--- src/rtl/sqrt_pkg.sv ---
// Shared definitions for the Newton-iteration square root sequencer:
// FSM encoding, default sizing and the starting-guess rule.
package sqrt_pkg;

  localparam int DEF_WIDTH    = 20;
  localparam int DEF_MAX_ITER = 16;

  typedef enum logic [2:0] {
    IDLE,
    SEED,
    DIV,
    UPDATE,
    CHECK,
    DONE
  } sqrt_state_t;

  // 2^ceil(width/2) is never below sqrt of any width-bit operand, so
  // Newton descends monotonically from it.
  function automatic longint unsigned seed_value(input int unsigned width);
    return 64'd1 << ((width + 1) / 2);
  endfunction

endpackage

--- src/rtl/seq_divider.sv ---
// Restoring divider, one quotient bit per clock. The first bit is resolved
// on the start edge, so valid pulses WIDTH cycles after start.
module seq_divider #(
  parameter int WIDTH = 20
) (
  input  logic             CLOCK_50,
  input  logic             reset,
  input  logic             start,
  input  logic [WIDTH-1:0] dividend,
  input  logic [WIDTH-1:0] divisor,
  output logic             valid,
  output logic [WIDTH-1:0] quotient
);

  localparam int CW = $clog2(WIDTH + 1);

  logic [WIDTH-1:0] rem, quo, den;
  logic [WIDTH-1:0] rem_in, quo_in, den_in, rem_nxt, quo_nxt;
  logic [WIDTH:0]   trial;
  logic             take;
  logic [CW-1:0]    cnt;
  logic             run;

  always_comb begin
    rem_in  = start ? '0 : rem;
    quo_in  = start ? dividend : quo;
    den_in  = start ? divisor : den;
    trial   = {rem_in, quo_in[WIDTH-1]};
    take    = trial >= {1'b0, den_in};
    rem_nxt = take ? WIDTH'(trial - {1'b0, den_in}) : trial[WIDTH-1:0];
    quo_nxt = {quo_in[WIDTH-2:0], take};
  end

  always_ff @(posedge CLOCK_50 or negedge reset) begin
    if (!reset) begin
      rem   <= '0;
      quo   <= '0;
      den   <= '0;
      cnt   <= '0;
      run   <= 1'b0;
      valid <= 1'b0;
    end else begin
      valid <= 1'b0;
      if (start) begin
        rem <= rem_nxt;
        quo <= quo_nxt;
        den <= divisor;
        cnt <= CW'(1);
        run <= 1'b1;
      end else if (run) begin
        rem <= rem_nxt;
        quo <= quo_nxt;
        cnt <= cnt + CW'(1);
        if (cnt == CW'(WIDTH - 1)) begin
          run   <= 1'b0;
          valid <= 1'b1;
        end
      end
    end
  end

  assign quotient = quo;

endmodule

--- src/rtl/sqrt_sequencer.sv ---
// Integer square root by Newton iteration x' = (x + N/x)/2 from a
// power-of-two seed, with a shared sequential divider per step.
module sqrt_sequencer
  import sqrt_pkg::*;
#(
  parameter int WIDTH    = DEF_WIDTH,
  parameter int MAX_ITER = DEF_MAX_ITER
) (
  input  logic               CLOCK_50,
  input  logic               reset,
  input  logic               start,
  input  logic [WIDTH-1:0]   operand,
  output logic               busy,
  output logic               done,
  output logic [WIDTH/2-1:0] root,
  output logic [3:0]         iter_count,
  output logic               timeout
);

  localparam int KW = $clog2(MAX_ITER + 1);
  localparam logic [WIDTH-1:0] SEED_X = WIDTH'(seed_value(WIDTH));

  sqrt_state_t state, state_n;

  logic [WIDTH-1:0] n, x, q;
  logic [WIDTH:0]   y;
  logic [WIDTH+1:0] sum;
  logic [KW-1:0]    k;
  logic             conv, cap;
  logic             div_start, div_valid;
  logic [WIDTH-1:0] div_den, div_q;

  seq_divider #(.WIDTH(WIDTH)) u_div (
    .CLOCK_50 (CLOCK_50),
    .reset    (reset),
    .start    (div_start),
    .dividend (n),
    .divisor  (div_den),
    .valid    (div_valid),
    .quotient (div_q)
  );

  // Sum kept two bits wider so the halving never loses a carry.
  always_comb begin
    sum       = {2'b00, x} + {2'b00, q};
    conv      = y >= {1'b0, x};
    cap       = (k == KW'(MAX_ITER));
    state_n   = state;
    div_start = 1'b0;
    div_den   = x;
    case (state)
      IDLE:   if (start) state_n = SEED;
      SEED: begin
        if (n == '0) begin
          state_n = DONE;
        end else begin
          div_start = 1'b1;
          div_den   = SEED_X;
          state_n   = DIV;
        end
      end
      DIV:    if (div_valid) state_n = UPDATE;
      UPDATE: state_n = CHECK;
      CHECK: begin
        if (conv || cap) begin
          state_n = DONE;
        end else begin
          div_start = 1'b1;
          div_den   = y[WIDTH-1:0];
          state_n   = DIV;
        end
      end
      DONE:    state_n = IDLE;
      default: state_n = IDLE;
    endcase
  end

  always_ff @(posedge CLOCK_50 or negedge reset) begin
    if (!reset) state <= IDLE;
    else        state <= state_n;
  end

  always_ff @(posedge CLOCK_50 or negedge reset) begin
    if (!reset) begin
      n          <= '0;
      x          <= '0;
      q          <= '0;
      y          <= '0;
      k          <= '0;
      root       <= '0;
      iter_count <= '0;
      timeout    <= 1'b0;
    end else begin
      case (state)
        IDLE: begin
          if (start) begin
            n       <= operand;
            timeout <= 1'b0;
          end
        end
        SEED: begin
          x <= SEED_X;
          k <= '0;
          if (n == '0) begin
            root       <= '0;
            iter_count <= '0;
          end
        end
        DIV:    if (div_valid) q <= div_q;
        UPDATE: begin
          y <= (WIDTH+1)'(sum >> 1);
          k <= k + KW'(1);
        end
        CHECK: begin
          if (conv) begin
            root       <= x[WIDTH/2-1:0];
            iter_count <= 4'(k);
          end else begin
            x <= y[WIDTH-1:0];
            if (cap) begin
              timeout    <= 1'b1;
              root       <= y[WIDTH/2-1:0];
              iter_count <= 4'(k);
            end
          end
        end
        default: ;
      endcase
    end
  end

  assign busy = (state != IDLE);
  assign done = (state == DONE);

endmodule

--- config.mk ---
export PLATFORM = sky130hd
export DESIGN_NAME = sqrt_sequencer
export DESIGN_NICKNAME = d
export VERILOG_FILES = /design/src/rtl/sqrt_pkg.sv /design/src/rtl/seq_divider.sv /design/src/rtl/sqrt_sequencer.sv
export SDC_FILE = /design/constraint.sdc
export NUM_CORES = 1
export LEC_CHECK = 0
export ABC_AREA = 1
export ABC_CLOCK_PERIOD_IN_PS = 4400
export CAP_MARGIN = 10
export CORE_ASPECT_RATIO = 1.25
export CORE_MARGIN = 1.5
export CORE_UTILIZATION = 60
export DETAILED_ROUTE_END_ITERATION = 10
export PLACE_DENSITY = 0.79
export SETUP_SLACK_MARGIN = 0.5
export SYNTH_ARGS = -nofsm -noshare
export SYNTH_HDL_FRONTEND = slang
export SYNTH_SLANG_ARGS = --single-unit
--- constraint.sdc ---
create_clock -name CLOCK_50 -period 4.4 [get_ports CLOCK_50]
set_input_delay 0.66 -clock CLOCK_50 [delete_from_list [all_inputs] [get_ports CLOCK_50]]
set_output_delay 0.66 -clock CLOCK_50 [all_outputs]
set_load 0.005 [all_outputs]
==> results.py, run 1 <==
metrics = {
    "outcome": {
        "status": "finished, final reports clean",
    },
    "routing": {
        "firstDrtPassIters": 5,
        "viasPerCell": 5.958,
        "drc": 0,
        "post_drt_wl_per_cell_um": 18.19,
        "ant_nets": 0,
        "drtIter0Drc": 983,
        "wl_mm": 28.70,
        "vias": 9401,
    },
    "logic_synthesis": {
        "synth_compound_area_share_pct": 13.76,
        "synth.area.mux_share_pct": 1.926,
        "synthDistinctLibCells": 52,
        "synth_xor_area_share_pct": 2.996,
        "synth_top_family_by_area": "simple AND/OR/NAND/NOR gates",
        "synth_area_leader_cell": "dfrtp_1",
        "synth-seq-cells": 170,
        "synth_cells": 1231,
        "syn-num-nets": 1318,
        "netlist_area_mm2": 0.009940,
        "yosys_warnings": 0,
        "synthArstFlopShare_pct": 100.0,
        "yosys.area_share.simple_pct": 22.38,
        "synthFlopType": "dfrtp_1",
        "synthTopCellsByArea": "dfrtp_1, nand2_1, ha_1",
        "synth-edff-count": 0,
        "synth_top_area_share_pct": 42.80,
        "synth_fa_ha_area_share_pct": 8.207,
        "ys_seq_area_share_pct": 42.80,
        "synth.avg_cell_area_um2": 8.074,
    },
    "finish": {
        "diodes": 0,
        "postLayoutCellArea_mm2": 0.01237,
        "fillers": 1079,
        "final_layout_size_suffix_gt1_share_pct": 21.07,
        "final_nets": 1436,
        "stdcell_count": 1578,
        "final_cell_mix": "nand2_1, dfrtp_1, inv_1",
        "area_delta_synth_final_pct": 24.43,
        "final_common_cell": "nand2_1",
    },
    "sta": {
        "slew_viol_final": 0,
        "slew_headroom_pct": 27.46,
        "fin_skew_ps": 10.21,
        "tightest_slew_ps": 1087,
        "hold_viol": 0,
        "fmax_ghz": 0.2466,
        "fin_tns_setup_ps": 0,
        "final.min_clock_period_ps": 4055,
        "rsz0062_at_grt": "true",
        "setup_viol": 0,
        "min_period_over_period_pct": 92.15,
    },
    "clock_network": {
        "cts-htree-levels": 4,
        "clkLatencyLatePin_ps": 440,
        "clock_sinks": 170,
        "root_buffer": "clkbuf_16",
        "cts_max_path_buffers": 2,
        "numCtsBuffers": 17,
        "tritoncts": "done",
        "cts_hold_buf": 0,
        "cts.clk_slew.worst_paths_ps": 70,
    },
    "placed_design": {
        "place_area_mm2": 0.01060,
        "dp.cells": 1473,
        "port_buffers": 39,
        "place_hpwl_mm": 18.56,
        "gp_congestion": 0.9577,
    },
    "floorplanning": {
        "die-area_mm2": 0.01735,
        "row_count": 52,
        "start_util_pct": 61.35,
        "die_y_um": 146.9,
        "core-area_mm2": 0.01620,
        "die_x_um": 118.1,
        "io_pins": 40,
    },
    "critical_path": {
        "cp_top_family": "simple AND/OR/NAND/NOR gates",
        "worstPathMaxFanout": 8,
        "worst_path_max_delay_cell": "dfrtp_1",
        "reg2reg_to": "u_div.rem[1]$_DFFE_PN0P_",
        "path_buf_inv": 3,
        "reg2reg_depth": 28,
        "worstPathArrival_ps": 4420,
        "r2r_start": "x[18]$_DFFE_PN0P_",
        "crit_path_start_kind": "register",
        "rrSetupSlack_ps": 350,
        "crit_type": "reg -> reg",
        "crit_required_ps": 4760,
        "slowest_delay_ps": 410,
        "end_kind": "register",
    },
    "grt": {
        "overflow": 0,
        "grt_antenna_before_repair": 0,
        "grt_pass1_vias": 8733,
        "grt_usage_pct": 31.63,
        "grt_max_degree": 98,
        "grt_pass1_wl_mm": 43.44,
    },
    "run": {
        "drv_cap": 0,
    },
    "hold_path": {
        "min_path_type": "in -> async",
    },
}
[metal layers]
layer,global-route usage [%],share of wire [%],wire (µm),up-vias
met4,14.15,4.8,1367,0
met3,5.784,6.5,1859,136
met2,53.11,48,13910,460
li1,-,-,-,4321
met1,40.00,40,11560,4484
met5,0,0,0,-
[cell usage after synthesis (5+ instances only)]
cell type / n
nand2_1: 292
dfrtp_1: 170
inv_1: 144
o21ai_0: 98
nor2_1: 90
nand3_1: 72
ha_1: 62
a21oi_1: 61
o22ai_1: 22
nor3_1: 18
mux2_2: 17
nand4_1: 17
xnor2_1: 17
xor2_1: 17
buf_2: 16
o211ai_1: 16
clkbuf_1: 15
o21ai_1: 11
o211ai_2: 6
nor4_1: 5
o21a_1: 5
[timing repair]
| action | CTS | global route |
|---|---|---|
| cloned | 2 | 2 |
| setup endpoints to repair | 21 | 21 |
| pin swaps | 21 | 58 |
| setup buffers | 41 | 28 |
| gates resized for setup | 60 | 99 |
[sequential cells by signal, summed over array words and instances, names as in the netlist]
signal          count
root               10
x                  20
u_div.quotient     20
u_div.cnt           5
state               3
u_div.valid         1
k                   5
iter_count          4
y                  20
u_div.den          20
q                  20
n                  20
u_div.rem          20
timeout             1
u_div.run           1
[worst max-delay path by stage]
stage / from / endpoint / slack [ps] / depth (start not counted)
floorplan: y[12]$_DFFE_PN0P_ / u_div.rem[11]$_DFFE_PN0P_ / 860 / 25
global placement: x[4]$_DFFE_PN0P_ / u_div.rem[9]$_DFFE_PN0P_ / 160 / 28
detailed placement: x[6]$_DFFE_PN0P_ / u_div.rem[4]$_DFFE_PN0P_ / 130 / 30
CTS: x[15]$_DFFE_PN0P_ / u_div.rem[15]$_DFFE_PN0P_ / 510 / 29
global route: x[18]$_DFFE_PN0P_ / u_div.rem[1]$_DFFE_PN0P_ / 120 / 29
finish: x[18]$_DFFE_PN0P_ / u_div.rem[1]$_DFFE_PN0P_ / 350 / 28
[area by class of cell]
cell class / instances / area [µm²] / area share, %
multi-input combinational: 869 / 5438 / 43.97
sequential: 170 / 4259 / 34.44
timing repair buffer: 140 / 1234 / 9.975
inverter: 151 / 571.8 / 4.623
clock buffer: 19 / 442.9 / 3.581
tap: 216 / 270.3 / 2.185
clock inverter: 13 / 152.6 / 1.234
[cell families after synthesis]
kind of cell	count (synthesis)
muxes	17
AOI/OAI and AO/OA	238
xor gates and xnor gates	34
buffers and inverters	192
adders and majority gates	64
and+or+nand+nor	516
DFF	170
[per-stage QoR]
stage          utilization [%]  hold WS [ps]  setup WS [ps]
5_1_grt                  76.34         380.2          119.2
6_report                 76.34         305.2          345.2
3_5_place_dp             65.40         457.5          131.8
3_3_place_gp             65.40         455.8          162.5
4_1_cts                  72.46         352.1          509.0
2_1_floorplan                -         364.4          860.4
Power of run 1 is left out: the tool's default activity adds up to more than one toggle a clock period on the data nets, which glitch-free logic cannot reach.
==> run 2: changes to the inputs <==
REMOVE_ABC_BUFFERS = 1   (was not set)
SKIP_LAST_GASP = 1   (was not set)
==> results.py, run 2 (synthesis gave the netlist of run 1 again) <==
metrics = {
    "sta": {
        "fmax_ghz": 0.2434,
        "min_period_over_period_pct": 93.37,
        "tightest_slew_ps": 1093,
        "fin_skew_ps": 12.34,
        "slew_viol_final": 0,
        "setup_viol": 0,
        "rsz0062_at_grt": "true",
        "final.min_clock_period_ps": 4108,
        "slew_headroom_pct": 27.07,
        "hold_viol": 0,
        "fin_tns_setup_ps": 0,
    },
    "critical_path": {
        "crit_required_ps": 4780,
        "slowest_delay_ps": 410,
        "path_buf_inv": 4,
        "worstPathArrival_ps": 4490,
        "reg2reg_depth": 29,
        "cp_common_cell": "nand2_1",
        "cp_top_family": "simple AND/OR/NAND/NOR gates",
        "end_kind": "register",
        "crit_type": "reg -> reg",
        "crit_path_start_kind": "register",
        "worst_path_max_delay_cell": "dfrtp_1",
        "cp.depth": 29,
        "worstPathMaxFanout": 5,
    },
    "routing": {
        "post_drt_wl_per_cell_um": 18.25,
        "drtIter0Drc": 841,
        "drc": 0,
        "wl_mm": 28.69,
        "ant_nets": 0,
        "firstDrtPassIters": 5,
        "viasPerCell": 6.006,
        "vias": 9441,
    },
    "clock_network": {
        "tritoncts": "done",
        "cts.clk_slew.worst_paths_ps": 70,
        "cts_hold_buf": 0,
        "cts_max_path_buffers": 2,
        "clkLatencyLatePin_ps": 450,
        "numCtsBuffers": 17,
        "cts-htree-levels": 4,
        "clock_sinks": 170,
        "root_buffer": "clkbuf_16",
    },
    "finish": {
        "final_cell_mix": "nand2_1, dfrtp_1, inv_1",
        "fillers": 1005,
        "final_layout_size_suffix_gt1_share_pct": 22.64,
        "diodes": 0,
        "final_nets": 1430,
        "area_delta_synth_final_pct": 25.52,
        "final_common_cell": "nand2_1",
    },
    "placed_design": {
        "port_buffers": 39,
        "gp_congestion": 0.9247,
        "place_hpwl_mm": 17.76,
    },
    "floorplanning": {
        "core-area_mm2": 0.01620,
        "die_y_um": 146.9,
        "die_x_um": 118.1,
        "die-area_mm2": 0.01735,
        "io_pins": 40,
        "start_util_pct": 61.35,
        "row_count": 52,
    },
    "run": {
        "drv_cap": 0,
    },
    "hold_path": {
        "min_path_type": "in -> async",
    },
    "grt": {
        "overflow": 0,
        "grt_usage_pct": 31.59,
        "grt_pass1_wl_mm": 43.57,
        "grt_antenna_before_repair": 0,
        "grt_pass1_vias": 8897,
        "grt_max_degree": 96,
    },
    "outcome": {
        "status": "finished, final reports clean",
    },
}
## run 2: cell count changes in the layout (fill, tap and decap cells not counted), moves of 6 or more
cell	previous run	this run
nand3_1	60	68
buf_4	86	80
nor3_1	17	10
o21ai_2	12	18
o21ai_1	21	15
inv_2	22	28
inv_1	126	120
nor3_2	2	9
nand3_2	13	5
## run 2: path summary, 6_finish.rpt
| check | slack, ps | endpoint | start |
|---|---|---|---|
| min in group CLOCK_50 | 470 | root[6]$_DFFE_PN0P_ | root[6]$_DFFE_PN0P_ |
| worst min-delay path | 210 | y[4]$_DFFE_PN0P_ | reset |
| max in group asynchronous | 3230 | iter_count[3]$_DFFE_PN0P_ | reset |
| worst max-delay path | 290 | u_div.rem[19]$_DFFE_PN0P_ | x[10]$_DFFE_PN0P_ |
| worst min register to register | 470 | root[6]$_DFFE_PN0P_ | root[6]$_DFFE_PN0P_ |
| worst max register to register | 290 | u_div.rem[19]$_DFFE_PN0P_ | x[10]$_DFFE_PN0P_ |
## run 2: final cells by class
type                    count  area (µm²)  area share [%]
clock buffers              19       452.9           3.631
clock inverters            13       130.1           1.043
inverters                 151       574.3           4.603
multi-input cells         869        5580           44.73
flip-flops and latches    170        4258           34.13
well taps                 216       270.3           2.166
repair buffers            134        1210           9.698
## run 2: metal layers
metal / vias to the layer above / global-route usage (%) / wire length, µm
li1: 4315 / - / -
met1: 4489 / 39.05 / 10830
met2: 487 / 52.88 / 13830
met3: 150 / 5.551 / 2017
met4: 0 / 16.95 / 2008
met5: - / 0 / 0
## run 2: repair_timing
item	4_1_cts	5_1_grt
endpoints found under the setup margin	21	21
gates resized for setup	114	85
pin swaps	37	51
gates cloned	4	0
setup buffers	45	25
hold endpoints to repair	0	0
## run 2: per-stage QoR
| stage | worst slack [ps] | std cells | utilization, % | instance area, µm² | hold WS, ps |
|---|---|---|---|---|---|
| 2_1_floorplan | 273.5 | 1190 | - | 9721 | 364.4 |
| 3_3_place_gp | 119.5 | 1466 | 65.15 | 10560 | 452.0 |
| 3_5_place_dp | 127.4 | 1466 | 65.15 | 10560 | 457.7 |
| 4_1_cts | 501.0 | 1547 | 73.93 | 11980 | 260.1 |
| 5_1_grt | 89.05 | 1572 | 77.01 | 12480 | 277.5 |
| 6_report | 291.8 | 1572 | 77.01 | 12480 | 214.8 |
Power of run 2 is left out for the same reason.
==> run 3: changes to the inputs <==
ABC_CLOCK_PERIOD_IN_PS = 4000   (was 4400)
clock period = 4 ns   (was 4.4 ns; I/O delays follow)
==> results.py, run 3 (synthesis gave the netlist of run 1 again) <==
metrics = {
    "critical_path": {
        "worst_path_max_delay_cell": "dfrtp_1",
        "rrSetupSlack_ps": -430,
        "crit_required_ps": 4330,
        "cp_top_family": "simple AND/OR/NAND/NOR gates",
        "reg2reg_to": "u_div.rem[8]$_DFFE_PN0P_",
        "crit_type": "reg -> reg",
        "end_kind": "register",
        "path_buf_inv": 5,
        "crit_path_start_kind": "register",
        "worstPathMaxFanout": 8,
        "r2r_start": "x[4]$_DFFE_PN0P_",
        "slowest_delay_ps": 400,
        "worstPathArrival_ps": 4760,
        "reg2reg_depth": 29,
    },
    "grt": {
        "grt_max_degree": 70,
        "overflow": 0,
        "grt_pass1_wl_mm": 45.81,
        "grt_antenna_before_repair": 0,
        "grt_pass1_vias": 9423,
        "grt_usage_pct": 33.07,
    },
    "routing": {
        "drc": 0,
        "post_drt_wl_per_cell_um": 19.56,
        "drtIter0Drc": 972,
        "wl_mm": 31.64,
        "viasPerCell": 6.142,
        "vias": 9938,
        "ant_nets": 0,
        "firstDrtPassIters": 6,
    },
    "sta": {
        "rsz0062_at_grt": "true",
        "setup_viol": 22,
        "fin_skew_ps": 13.01,
        "layout_setup_ws_ps": -425.5,
        "fin_tns_setup_ps": -7733,
        "holdWs_ps": 158.6,
        "hold_viol": 0,
        "slew_headroom_pct": 31.65,
        "slew_viol_final": 0,
        "min_period_over_period_pct": 110.6,
        "fmax_ghz": 0.2260,
        "tightest_slew_ps": 1025,
        "final.min_clock_period_ps": 4426,
    },
    "clock_network": {
        "clkLatencyLatePin_ps": 440,
        "numCtsBuffers": 17,
        "cts_max_path_buffers": 2,
        "cts_hold_buf": 0,
        "tritoncts": "done",
        "root_buffer": "clkbuf_16",
        "cts-htree-levels": 4,
        "cts.clk_slew.worst_paths_ps": 70,
        "clock_sinks": 170,
    },
    "finish": {
        "final_common_cell": "nand2_1",
        "final_cell_mix": "nand2_1, dfrtp_1, inv_1",
        "post-route-util_pct": 80.70,
        "final_nets": 1476,
        "area_delta_synth_final_pct": 31.53,
        "diodes": 0,
        "final_layout_size_suffix_gt1_share_pct": 25.18,
        "postLayoutCellArea_mm2": 0.01307,
    },
    "floorplanning": {
        "die-area_mm2": 0.01735,
        "die_x_um": 118.1,
        "start_util_pct": 61.35,
        "die_y_um": 146.9,
        "io_pins": 40,
        "core-area_mm2": 0.01620,
        "row_count": 52,
    },
    "outcome": {
        "status": "finished with violations",
        "violations": "setup timing",
    },
    "placed_design": {
        "gp_congestion": 0.9312,
        "port_buffers": 39,
        "place_hpwl_mm": 18.15,
        "place_area_mm2": 0.01089,
    },
    "hold_path": {
        "min_path_type": "in -> async",
    },
    "run": {
        "drv_cap": 0,
    },
}
-- run 3: repair_timing --
action / in CTS / in global routing
cloned: 6 / 0
resized for setup: 86 / 125
pin swaps: 31 / 55
setup endpoints to repair: 21 / 22
buffers inserted: 55 / 20
-- run 3: final cells by class --
cell class	instances	area, µm²
clock buffers	18	429.2
multi-input cells	869	5648
repair buffers	180	1688
clock inverters	14	205.2
well taps	216	270.3
flip-flops and latches	170	4254
fillers	911	3127
inverters	151	579.3
-- run 3: worst max-delay path by stage --
stage | start | end | slack, ps | cells after the start
after floorplan | y[12]$_DFFE_PN0P_ | u_div.rem[13]$_DFFE_PN0P_ | -130 | 27
after global placement | x[16]$_DFFE_PN0P_ | u_div.rem[16]$_DFFE_PN0P_ | -20 | 27
after detailed placement | x[14]$_DFFE_PN0P_ | u_div.rem[16]$_DFFE_PN0P_ | -80 | 27
after CTS | y[11]$_DFFE_PN0P_ | u_div.rem[3]$_DFFE_PN0P_ | 100 | 28
after global routing | x[4]$_DFFE_PN0P_ | u_div.rem[8]$_DFFE_PN0P_ | -600 | 29
final | x[4]$_DFFE_PN0P_ | u_div.rem[8]$_DFFE_PN0P_ | -430 | 29
-- run 3: through the flow --
stage | setup slack (ps) | instances
after floorplan | -126.5 | 1190
after global placement | -16.39 | 1505
after detailed placement | -82.50 | 1505
after CTS | 95.27 | 1598
after global routing | -596.3 | 1618
final | -425.5 | 1618
-- run 3: metal layers --
| metal | vias to the layer above | share of wire (%) | global-route usage (%) |
|---|---|---|---|
| met5 | - | 0 | 0 |
| met4 | 0 | 6.5 | 17.68 |
| met3 | 200 | 7.6 | 5.512 |
| met2 | 619 | 49 | 56.92 |
| met1 | 4716 | 37 | 39.70 |
| li1 | 4403 | - | - |
Power of run 3 is left out for the same reason.
